$ cat src/rtl/bus_arbiter_pkg.sv
// Shared types and constants for the two-master system bus arbiter.
package bus_arbiter_pkg;

    typedef enum logic {
        ST_IDLE = 1'b0,
        ST_XFER = 1'b1
    } state_e;

    localparam logic MID_FETCH = 1'b0;
    localparam logic MID_LSU   = 1'b1;

    localparam logic [1:0] HB_BYTE = 2'b00;
    localparam logic [1:0] HB_HALF = 2'b01;
    localparam logic [1:0] HB_WORD = 2'b10;

    typedef struct packed {
        logic        req;
        logic [31:0] addr;
        logic [31:0] wdata;
        logic        we;
        logic        re;
        logic [1:0]  hb;
    } mreq_t;

    function automatic logic is_null(input mreq_t r);
        return !r.we && !r.re;
    endfunction

endpackage

$ cat src/rtl/bus_arbiter_rr_pick2.sv
// Combinational round-robin winner select between two requesters.
module rr_pick2 (
    input  logic req0,
    input  logic req1,
    input  logic last_owner,
    output logic any,
    output logic winner
);

    always_comb begin
        any    = req0 | req1;
        winner = (req0 && req1) ? ~last_owner : req1;
    end

endmodule

$ cat src/rtl/bus_arbiter.sv
// Two-master round-robin bus arbiter with request forwarding and
// transfer timeout; owner id doubles as the round-robin pointer.
module bus_arbiter #(
    parameter int TIMEOUT_CYCLES = 16,
    parameter int TO_W           = 5
) (
    input  logic        i_CLK,
    input  logic        i_RST,
    input  logic        i_M0_REQ,
    input  logic [31:0] i_M0_ADDR,
    input  logic [31:0] i_M0_WDATA,
    input  logic        i_M0_WE,
    input  logic        i_M0_RE,
    input  logic [1:0]  i_M0_HB,
    output logic        o_M0_GNT,
    output logic [31:0] o_M0_RDATA,
    output logic        o_M0_ERR,
    input  logic        i_M1_REQ,
    input  logic [31:0] i_M1_ADDR,
    input  logic [31:0] i_M1_WDATA,
    input  logic        i_M1_WE,
    input  logic        i_M1_RE,
    input  logic [1:0]  i_M1_HB,
    output logic        o_M1_GNT,
    output logic [31:0] o_M1_RDATA,
    output logic        o_M1_ERR,
    output logic        o_S_VALID,
    output logic [31:0] o_S_ADDR,
    output logic [31:0] o_S_WDATA,
    output logic        o_S_WE,
    output logic        o_S_RE,
    output logic [1:0]  o_S_HB,
    input  logic [31:0] i_S_RDATA,
    input  logic        i_S_READY,
    output logic        o_OWNER,
    output logic        o_BUSY
);

    import bus_arbiter_pkg::*;

    localparam logic [TO_W-1:0] TO_LAST = TO_W'(TIMEOUT_CYCLES - 1);

    state_e          state_q, state_d;
    logic            owner_q, owner_d;
    logic [TO_W-1:0] cnt_q, cnt_d;

    mreq_t       m0, m1, cur, win;
    logic        oth_req, pick_any, pick_win, done;
    logic [1:0]  gnt;
    logic        err, s_valid;
    logic [31:0] rdata;

    rr_pick2 u_pick (
        .req0       (i_M0_REQ),
        .req1       (i_M1_REQ),
        .last_owner (owner_q),
        .any        (pick_any),
        .winner     (pick_win)
    );

    always_comb begin
        m0 = '{req: i_M0_REQ, addr: i_M0_ADDR, wdata: i_M0_WDATA,
               we: i_M0_WE, re: i_M0_RE, hb: i_M0_HB};
        m1 = '{req: i_M1_REQ, addr: i_M1_ADDR, wdata: i_M1_WDATA,
               we: i_M1_WE, re: i_M1_RE, hb: i_M1_HB};
        cur     = (owner_q == MID_LSU) ? m1 : m0;
        win     = (pick_win == MID_LSU) ? m1 : m0;
        oth_req = (owner_q == MID_LSU) ? i_M0_REQ : i_M1_REQ;
        state_d = state_q;
        owner_d = owner_q;
        cnt_d   = cnt_q;
        gnt     = 2'b00;
        err     = 1'b0;
        rdata   = '0;
        s_valid = 1'b0;
        done    = 1'b0;
        unique case (state_q)
            ST_IDLE: begin
                cnt_d = '0;
                if (pick_any) begin
                    owner_d = pick_win;
                    // Null requests complete on the arbitration cycle itself
                    if (is_null(win)) gnt[pick_win] = 1'b1;
                    else              state_d = ST_XFER;
                end
            end
            ST_XFER: begin
                if (!cur.req) begin
                    state_d = ST_IDLE;
                    cnt_d   = '0;
                end else begin
                    if (is_null(cur)) begin
                        done = 1'b1;
                    end else begin
                        s_valid = 1'b1;
                        if (i_S_READY) begin
                            done  = 1'b1;
                            rdata = i_S_RDATA;
                        end else if (cnt_q == TO_LAST) begin
                            done = 1'b1;
                            err  = 1'b1;
                        end else begin
                            cnt_d = cnt_q + TO_W'(1);
                        end
                    end
                    if (done) begin
                        gnt[owner_q] = 1'b1;
                        cnt_d        = '0;
                        if (oth_req) owner_d = ~owner_q;
                        else         state_d = ST_IDLE;
                    end
                end
            end
            default: state_d = ST_IDLE;
        endcase
    end

    always_ff @(posedge i_CLK or posedge i_RST) begin
        if (i_RST) begin
            state_q <= ST_IDLE;
            owner_q <= MID_LSU;
            cnt_q   <= '0;
        end else begin
            state_q <= state_d;
            owner_q <= owner_d;
            cnt_q   <= cnt_d;
        end
    end

    assign o_M0_GNT   = gnt[MID_FETCH] & ~i_RST;
    assign o_M1_GNT   = gnt[MID_LSU] & ~i_RST;
    assign o_M0_RDATA = o_M0_GNT ? rdata : '0;
    assign o_M1_RDATA = o_M1_GNT ? rdata : '0;
    assign o_M0_ERR   = o_M0_GNT & err;
    assign o_M1_ERR   = o_M1_GNT & err;

    assign o_S_VALID = s_valid;
    assign o_S_ADDR  = s_valid ? cur.addr : '0;
    assign o_S_WDATA = s_valid ? cur.wdata : '0;
    assign o_S_WE    = s_valid & cur.we;
    assign o_S_RE    = s_valid & cur.re & ~cur.we;
    assign o_S_HB    = s_valid ? cur.hb : 2'b00;

    assign o_OWNER = owner_q & ~i_RST;
    assign o_BUSY  = (state_q == ST_XFER);

endmodule

$ cat config.mk
export PLATFORM = sky130hd
export DESIGN_NAME = bus_arbiter
export DESIGN_NICKNAME = d
export VERILOG_FILES = /design/src/rtl/bus_arbiter_pkg.sv /design/src/rtl/bus_arbiter_rr_pick2.sv /design/src/rtl/bus_arbiter.sv
export SDC_FILE = /design/constraint.sdc
export NUM_CORES = 1
export LEC_CHECK = 0
export ABC_AREA = 1
export BUFFER_PORTS_ARGS = -buffer_cell sky130_fd_sc_hd__buf_2
export CORE_AREA = 2 2 121 123
export CTS_CLUSTER_DIAMETER = 60
export DETAILED_ROUTE_END_ITERATION = 8
export DIE_AREA = 0 0 123 125
export REMOVE_ABC_BUFFERS = 1
export SYNTH_ARGS = -nofsm -noshare
export SYNTH_HDL_FRONTEND = slang
export SYNTH_SLANG_ARGS = --single-unit
$ cat constraint.sdc
create_clock -name i_CLK -period 2.1 [get_ports i_CLK]
set_input_delay 0.105 -clock i_CLK [delete_from_list [all_inputs] [get_ports i_CLK]]
set_output_delay 0.105 -clock i_CLK [all_outputs]
set_load 0.05 [all_outputs]
==> results of run 1 <==
critical path, delay by kind of cell, from the launching register on:
kind | cells | cell delay (ps)
flops | 1 | 550
buf+inv | 3 | 580
simple gates | 8 | 660
sequential cells by signal, indices dropped and copies added (netlist names):
| register | flops |
|---|---|
| cnt_q | 5 |
| o_BUSY | 1 |
| owner_q | 1 |
cell type report:
type / count / area [µm²]
Fill cell: 1448 / 8710
Sequential cell: 7 / 176
Multi-Input combinational cell: 355 / 2060
Tap cell: 184 / 230
Clock buffer: 4 / 78.8
Timing Repair Buffer: 343 / 2860
Inverter: 19 / 81.3
metal layers:
layer	part of all wire [%]	global-route usage [%]	up-vias
li1	-	-	1944
met1	38	15.1	1850
met2	53	27.8	228
met3	7.4	1.82	12
met4	1.5	3.21	0
met5	0	0	-
metrics by stage:
stage	instance area, µm²	std cells	hold WS (ps)	worst slack (ps)	total power, mW
after floorplan	1850	381	-61.1	-1780	2.67
after global placement	3960	888	231	4.71	3.87
after detailed placement	3960	888	227	-4.29	3.86
after CTS	4590	902	23.8	-14.7	4.54
after global routing	5490	912	39.3	-111	5.65
final	5490	912	15.9	-31.4	5.37
kinds of logic (layout without fill, tap and decap cells):
kind of cell	Yosys count	count (layout)	share of synthesized area (%)
flops	7	7	8.70
simple gates	282	282	56.1
fa+ha+maj	2	2	1.23
buf+inv	53	366	12.2
xor+xnor	2	2	0.864
compound gates	69	69	20.9
placed cells by master, fill, tap and decap left out, drive strengths merged:
master  count
nand3b      1
xor2        1
nor3        2
clkbuf      8
nand3      36
dfstp       1
ha          2
a21oi      67
nand4       1
dfrtp       6
buf       338
inv        19
nor2       81
and3        1
xnor2       1
bufbuf      1
nand2     160
o21ai       2
how the worst max path moves through the flow:
| stage | start | end | slack, ps |
|---|---|---|---|
| floorplan | owner_q$_DFFE_PP1P_ | o_S_ADDR[0] | -1780 |
| finish | owner_q$_DFFE_PP1P_ | o_M0_RDATA[17] | -30 |
| CTS | owner_q$_DFFE_PP1P_ | o_S_ADDR[2] | -10 |
| detailed placement | owner_q$_DFFE_PP1P_ | o_S_ADDR[2] | -4 |
| global placement | owner_q$_DFFE_PP1P_ | o_S_ADDR[2] | 5 |
| global route | owner_q$_DFFE_PP1P_ | o_S_ADDR[19] | -110 |
report_power, final:
group,internal (mW),switching [mW],total (mW)
Combinational,1.63,3.22,4.85
Sequential,0.167,0.0280,0.195
Clock,0.252,0.0682,0.320
timing repair:
item | in CTS | in global routing
pin swaps | 5 | 5
hold buffers | 0 | 0
resized for setup | 144 | 234
endpoints found under the setup margin | 136 | 136
cloned | 2 | 7
buffers inserted | 8 | 4
==> flow_metrics.py, run 1 <==
metrics = {
    "setup_path": {
        "crit_chain": "buf_4 -> nand2_2 -> nand2_2 -> nand2_2 -> nand2_2 -> nand2_1 -> nand2_1 -> nand2_2 -> buf_12 -> nor2_1 -> buf_2",
        "rr_startpoint": "owner_q$_DFFE_PP1P_",
        "ff2ff_setup_slack_ps": 570,
        "cp-start-kind": "flip-flop",
        "reg2reg_depth": 8,
        "critPathMaxStageDelay_ps": 550,
        "timing_worst_setup_path_type": "flip-flop to output pin",
        "path_max_fanout": 26,
        "r2r_end": "cnt_q[0]$_DFFE_PP0P_",
        "slowest_stage": "dfstp_2",
        "cp-end-kind": "output pin",
        "crit_path_frequent_cell": "nand2_2",
        "cp.arrival_ps": 2030,
        "cp.required_ps": 2000,
    },
    "detailed_routing": {
        "drc_errors": 0,
        "wl_per_cell_um": 15.1,
        "drtPass1Iterations": 4,
        "routed_wl_mm": 13.8,
        "vias": 4034,
        "drt_iter0_markers": 119,
        "avgViaCountPerCell": 4.42,
        "postRouteAntennaNets": 0,
    },
    "outcome": {
        "outcome": "finished with violations",
        "violations": "setup timing",
    },
    "pwr": {
        "pwr_density_cell_nw_per_um2": 978,
        "leakage_nw": 2.59,
        "ir_drop_mv": 0.559,
    },
    "synth": {
        "synth.ff_latch_count": 7,
        "synth_edf_count": 0,
        "netlist_area_um2": 2030,
        "seq_area_frac_synth_pct": 8.70,
        "synthArstFlopShare_pct": 100,
        "synth_top_area_share_pct": 28.5,
        "synth_cell_types": 24,
        "syn_avg_cell_area_um2": 4.89,
        "yosysWarningCount": 0,
        "ys.flop_type": "dfrtp_1",
        "yosys.area.top_type": "nand2_1",
        "synth_area_leaders": "nand2_1 (29%), nor2_1 (15%), a21oi_1 (12%), nand3_1 (8.9%), a21oi_2 (8.6%)",
        "synth_common_cells": "nand2_1 (154), nor2_1 (80), a21oi_1 (47)",
        "yosysMostFrequentCell": "nand2_1",
        "netlist_instances": 415,
    },
    "clock_network": {
        "cts_num_sinks": 7,
        "clk_latency_ps": 230,
        "cts-buffers-inserted": 3,
        "path_clk_slew_ps": 40,
        "tritoncts": "built",
        "cts-root-buf": "clkbuf_16",
        "htree_levels": 1,
        "cts_buffer_depth": 2,
    },
    "sta": {
        "hold_viol_final": 0,
        "finClkSkew_ps": 0.422,
        "relSlewSlack_pct": 68.6,
        "fin_crit_ps": 2130,
        "setup_tns_ps": -118,
        "fin_ws_ps": -31.4,
        "post-route-period-util_pct": 101,
        "worst_pin_slew_ps": 470,
        "max_freq_mhz": 469,
        "rsz0062_at_grt": "true",
        "setup_viol": 11,
        "slew_viol_final": 0,
    },
    "die": {
        "core_um2": 14200,
        "die_width_um": 123,
        "fp.dieH_um": 125,
        "initial_core_util_pct": 14.3,
        "fp.dieArea_um2": 15400,
        "pin_count": 312,
        "rows": 44,
    },
    "global_route": {
        "overflow": 0,
        "antenna_found_initial": 0,
        "grt_pass1_vias": 3481,
        "grt_usage_pct": 13.9,
        "grt_pass1_wl_mm": 17.3,
        "grt_max_degree": 69,
    },
    "layout": {
        "nets": 904,
        "drive_above_1_share_pct": 65.2,
        "antenna-diode-count": 0,
        "utilization_pct": 38.6,
        "area_delta_synth_final_pct": 171,
    },
    "place": {
        "hpwlAfterDp_mm": 9.36,
        "gp_congestion": 0.817,
        "portBuffers": 311,
    },
    "worst_hold_path": {
        "hold_class": "input port to asynchronous set/reset pin",
    },
    "flow_run": {
        "maxCapViolations": 0,
    },
}
Power figures use the tool's default switching activity.
==> inputs of run 2 (changes only) <==
Settings changed: ABC_AREA 1 to not set, CORE_AREA 2 2 121 123 to 2 2 122 124, DIE_AREA 0 0 123 125 to 0 0 124 126, SKIP_CTS_REPAIR_TIMING set to 1.
==> run 2 against run 1 <==
- worst setup slack got worse by 220 ps
- highest routed layer is now met5
- sequential share of layout area decreased by 0.10 points
- the flow still finishes with violations (setup timing)
- utilization increased by 1.8 points
- clock-buffer cell count unchanged
- synthesized cell count decreased by 29%
- routed wire length decreased by 0.85%
- first-iteration DRC count decreased by 16%
- total power increased by 3.1%
==> flow_metrics.py, run 2 <==
metrics = {
    "pwr": {
        "leakage_nw": 3.14,
        "ir_drop_mv": 0.500,
        "pwr_density_cell_nw_per_um2": 957,
    },
    "worst_hold_path": {
        "whs_path_depth": 3,
        "hold_class": "input port to flip-flop",
    },
    "setup_path": {
        "critical_path_buf_inv_count": 2,
        "cp-start-kind": "flip-flop",
        "cp.arrival_ps": 2250,
        "timing_worst_setup_path_type": "flip-flop to output pin",
        "crit_chain": "ha_2 -> and3_4 -> ha_4 -> or2_4 -> o211ai_1 -> buf_4 -> nor2_4 -> and3_1 -> buf_6",
        "path_max_fanout": 17,
        "reg2reg_depth": 5,
        "cpLargestDelayFamily": "simple AND/OR/NAND/NOR gates",
        "slowest_stage": "dfrtp_1",
        "cp.required_ps": 2000,
        "critPathMaxStageDelay_ps": 370,
        "cp-end-kind": "output pin",
        "cp.depth": 9,
    },
    "synth": {
        "synth_area_leaders": "mux2i_1 (33%), and3_1 (20%), nor2_1 (15%), dfrtp_1 (7.3%), buf_6 (3.8%)",
        "ys.flop_type": "dfrtp_1",
        "synthAdderAreaFrac_pct": 1.22,
        "netlist_area_um2": 2060,
        "synthArstFlopShare_pct": 100,
        "synth.ff_latch_count": 7,
        "yosys.area.top_type": "mux2i_1",
        "synth_top_family_by_area": "simple AND/OR/NAND/NOR gates",
        "seq_area_frac_synth_pct": 8.57,
        "synthMuxAreaShare_pct": 33.1,
        "synth_common_cells": "nor2_1 (80), and3_1 (67), mux2i_1 (67)",
        "synth_cell_types": 37,
        "synthXorXnorAreaFrac_pct": 0.851,
        "synth_edf_count": 0,
        "yosysWarningCount": 0,
        "synth-simple-area-share_pct": 42.0,
        "yosysMostFrequentCell": "nor2_1",
        "synth_top_area_share_pct": 32.6,
        "netlist_instances": 294,
        "synth_compound_area_share_pct": 3.16,
        "syn_avg_cell_area_um2": 7.01,
    },
    "die": {
        "rows": 44,
        "pin_count": 312,
        "fp.dieArea_um2": 15600,
        "initial_core_util_pct": 14.4,
        "fp.dieH_um": 126,
        "core_um2": 14300,
        "die_width_um": 124,
    },
    "detailed_routing": {
        "avgViaCountPerCell": 4.27,
        "drc_errors": 0,
        "drt_iter0_markers": 100,
        "highest_layer": "met5",
        "drtPass1Iterations": 4,
        "routed_wl_mm": 13.7,
        "wl_met3_um": 944,
        "postRouteAntennaNets": 0,
        "wl_met2_mm": 7.60,
        "wl_met1_mm": 4.95,
        "wl_per_cell_um": 16.7,
        "vias": 3499,
    },
    "layout": {
        "final_cell_mix": "buf_2 (195), buf_6 (81), mux2i_1 (67), and3_1 (57), nor2_4 (44)",
        "final_cells": 819,
        "fillers": 1426,
        "antenna-diode-count": 0,
        "largest_register_ffs": 5,
        "drive_above_1_share_pct": 69.0,
        "largest_register": "cnt_q",
        "nets": 811,
        "mostFrequentLayoutCell": "buf_2",
        "area_delta_synth_final_pct": 181,
    },
    "clock_network": {
        "path_clk_slew_ps": 30,
        "clk_latency_ps": 230,
        "cts-buffers-inserted": 3,
        "tritoncts": "built",
        "cts_num_sinks": 7,
        "cts_buffer_depth": 2,
        "cts-root-buf": "clkbuf_16",
        "htree_levels": 1,
    },
    "sta": {
        "fin_ws_ps": -253,
        "relSlewSlack_pct": 70.5,
        "setup_viol": 135,
        "max_freq_mhz": 425,
        "holdWs_ps": 210,
        "finClkSkew_ps": 0.822,
        "fin_crit_ps": 2350,
        "setup_tns_ps": -19460,
        "rsz0062_at_grt": "true",
        "worst_pin_slew_ps": 443,
        "hold_viol_final": 0,
        "post-route-period-util_pct": 112,
        "slew_viol_final": 0,
    },
    "outcome": {
        "violations": "setup timing",
        "outcome": "finished with violations",
    },
    "place": {
        "dp_cells": 782,
        "hpwlAfterDp_mm": 8.97,
        "portBuffers": 311,
        "gp_congestion": 0.751,
    },
    "global_route": {
        "grt_pass1_vias": 2960,
        "antenna_found_initial": 2,
        "grt_usage_pct": 12.0,
        "grt_max_degree": 68,
        "overflow": 0,
        "grt_pass1_wl_mm": 14.9,
    },
    "flow_run": {
        "maxCapViolations": 0,
    },
}
-- run 2: per-layer routing --
layer | track usage [%] | vias to the layer above
met5 | 0 | -
met4 | 2.38 | 4
met3 | 1.86 | 16
met2 | 23.8 | 201
met1 | 13.2 | 1568
li1 | - | 1710
-- run 2: final cells by class --
type / instances / area [µm²] / area share [%]
Sequential cell: 7 / 180 / 3.11
Timing Repair Buffer: 362 / 3170 / 54.8
Multi-Input combinational cell: 254 / 2100 / 36.2
Tap cell: 184 / 230 / 3.98
Inverter: 8 / 30.0 / 0.519
Clock buffer: 4 / 78.8 / 1.36
-- run 2: power breakdown --
part | switching [mW] | internal [mW]
Clock | 0.0671 | 0.252
Combinational | 2.91 | 2.10
Sequential | 0.0344 | 0.174
-- run 2: cell families (layout without fill, tap and decap cells) --
kind of cell,after synthesis,after routing
simple gates,167,173
mux,68,68
buf+inv,39,374
compound gates,9,9
flops,7,7
fa+ha+maj,2,2
xor+xnor,2,2
-- run 2: worst register-to-register path, cell delays in order, from the launching register on --
cell and delay [ps]:
dfstp_4 650, or3b_4 400, nand4_4 150, buf_12 120
or2_0 280, o211ai_1 140
-- run 2: path summary, 6_finish.rpt --
check | from | end | slack (ps)
worst max-delay path | cnt_q[1]$_DFFE_PP0P_ | o_M0_RDATA[1] | -250
worst min-delay path | i_M0_REQ | owner_q$_DFFE_PP1P_ | 210
worst max register to register | owner_q$_DFFE_PP1P_ | o_BUSY$_DFF_PP0_ | 210
worst min register to register | cnt_q[0]$_DFFE_PP0P_ | cnt_q[0]$_DFFE_PP0P_ | 610
max in group asynchronous | i_RST | owner_q$_DFFE_PP1P_ | 1380
min in group asynchronous | i_RST | cnt_q[2]$_DFFE_PP0P_ | 450
-- run 2: through the flow --
stage	utilization [%]	setup WS [ps]	power, mW	cell area, µm²
6_report	40.4	-253	5.54	5790
3_5_place_dp	28.3	-223	3.75	4050
3_3_place_gp	28.3	-173	3.73	4050
2_1_floorplan	-	-1730	2.61	1860
5_1_grt	40.4	-351	5.80	5790
4_1_cts	28.9	-483	4.08	4130
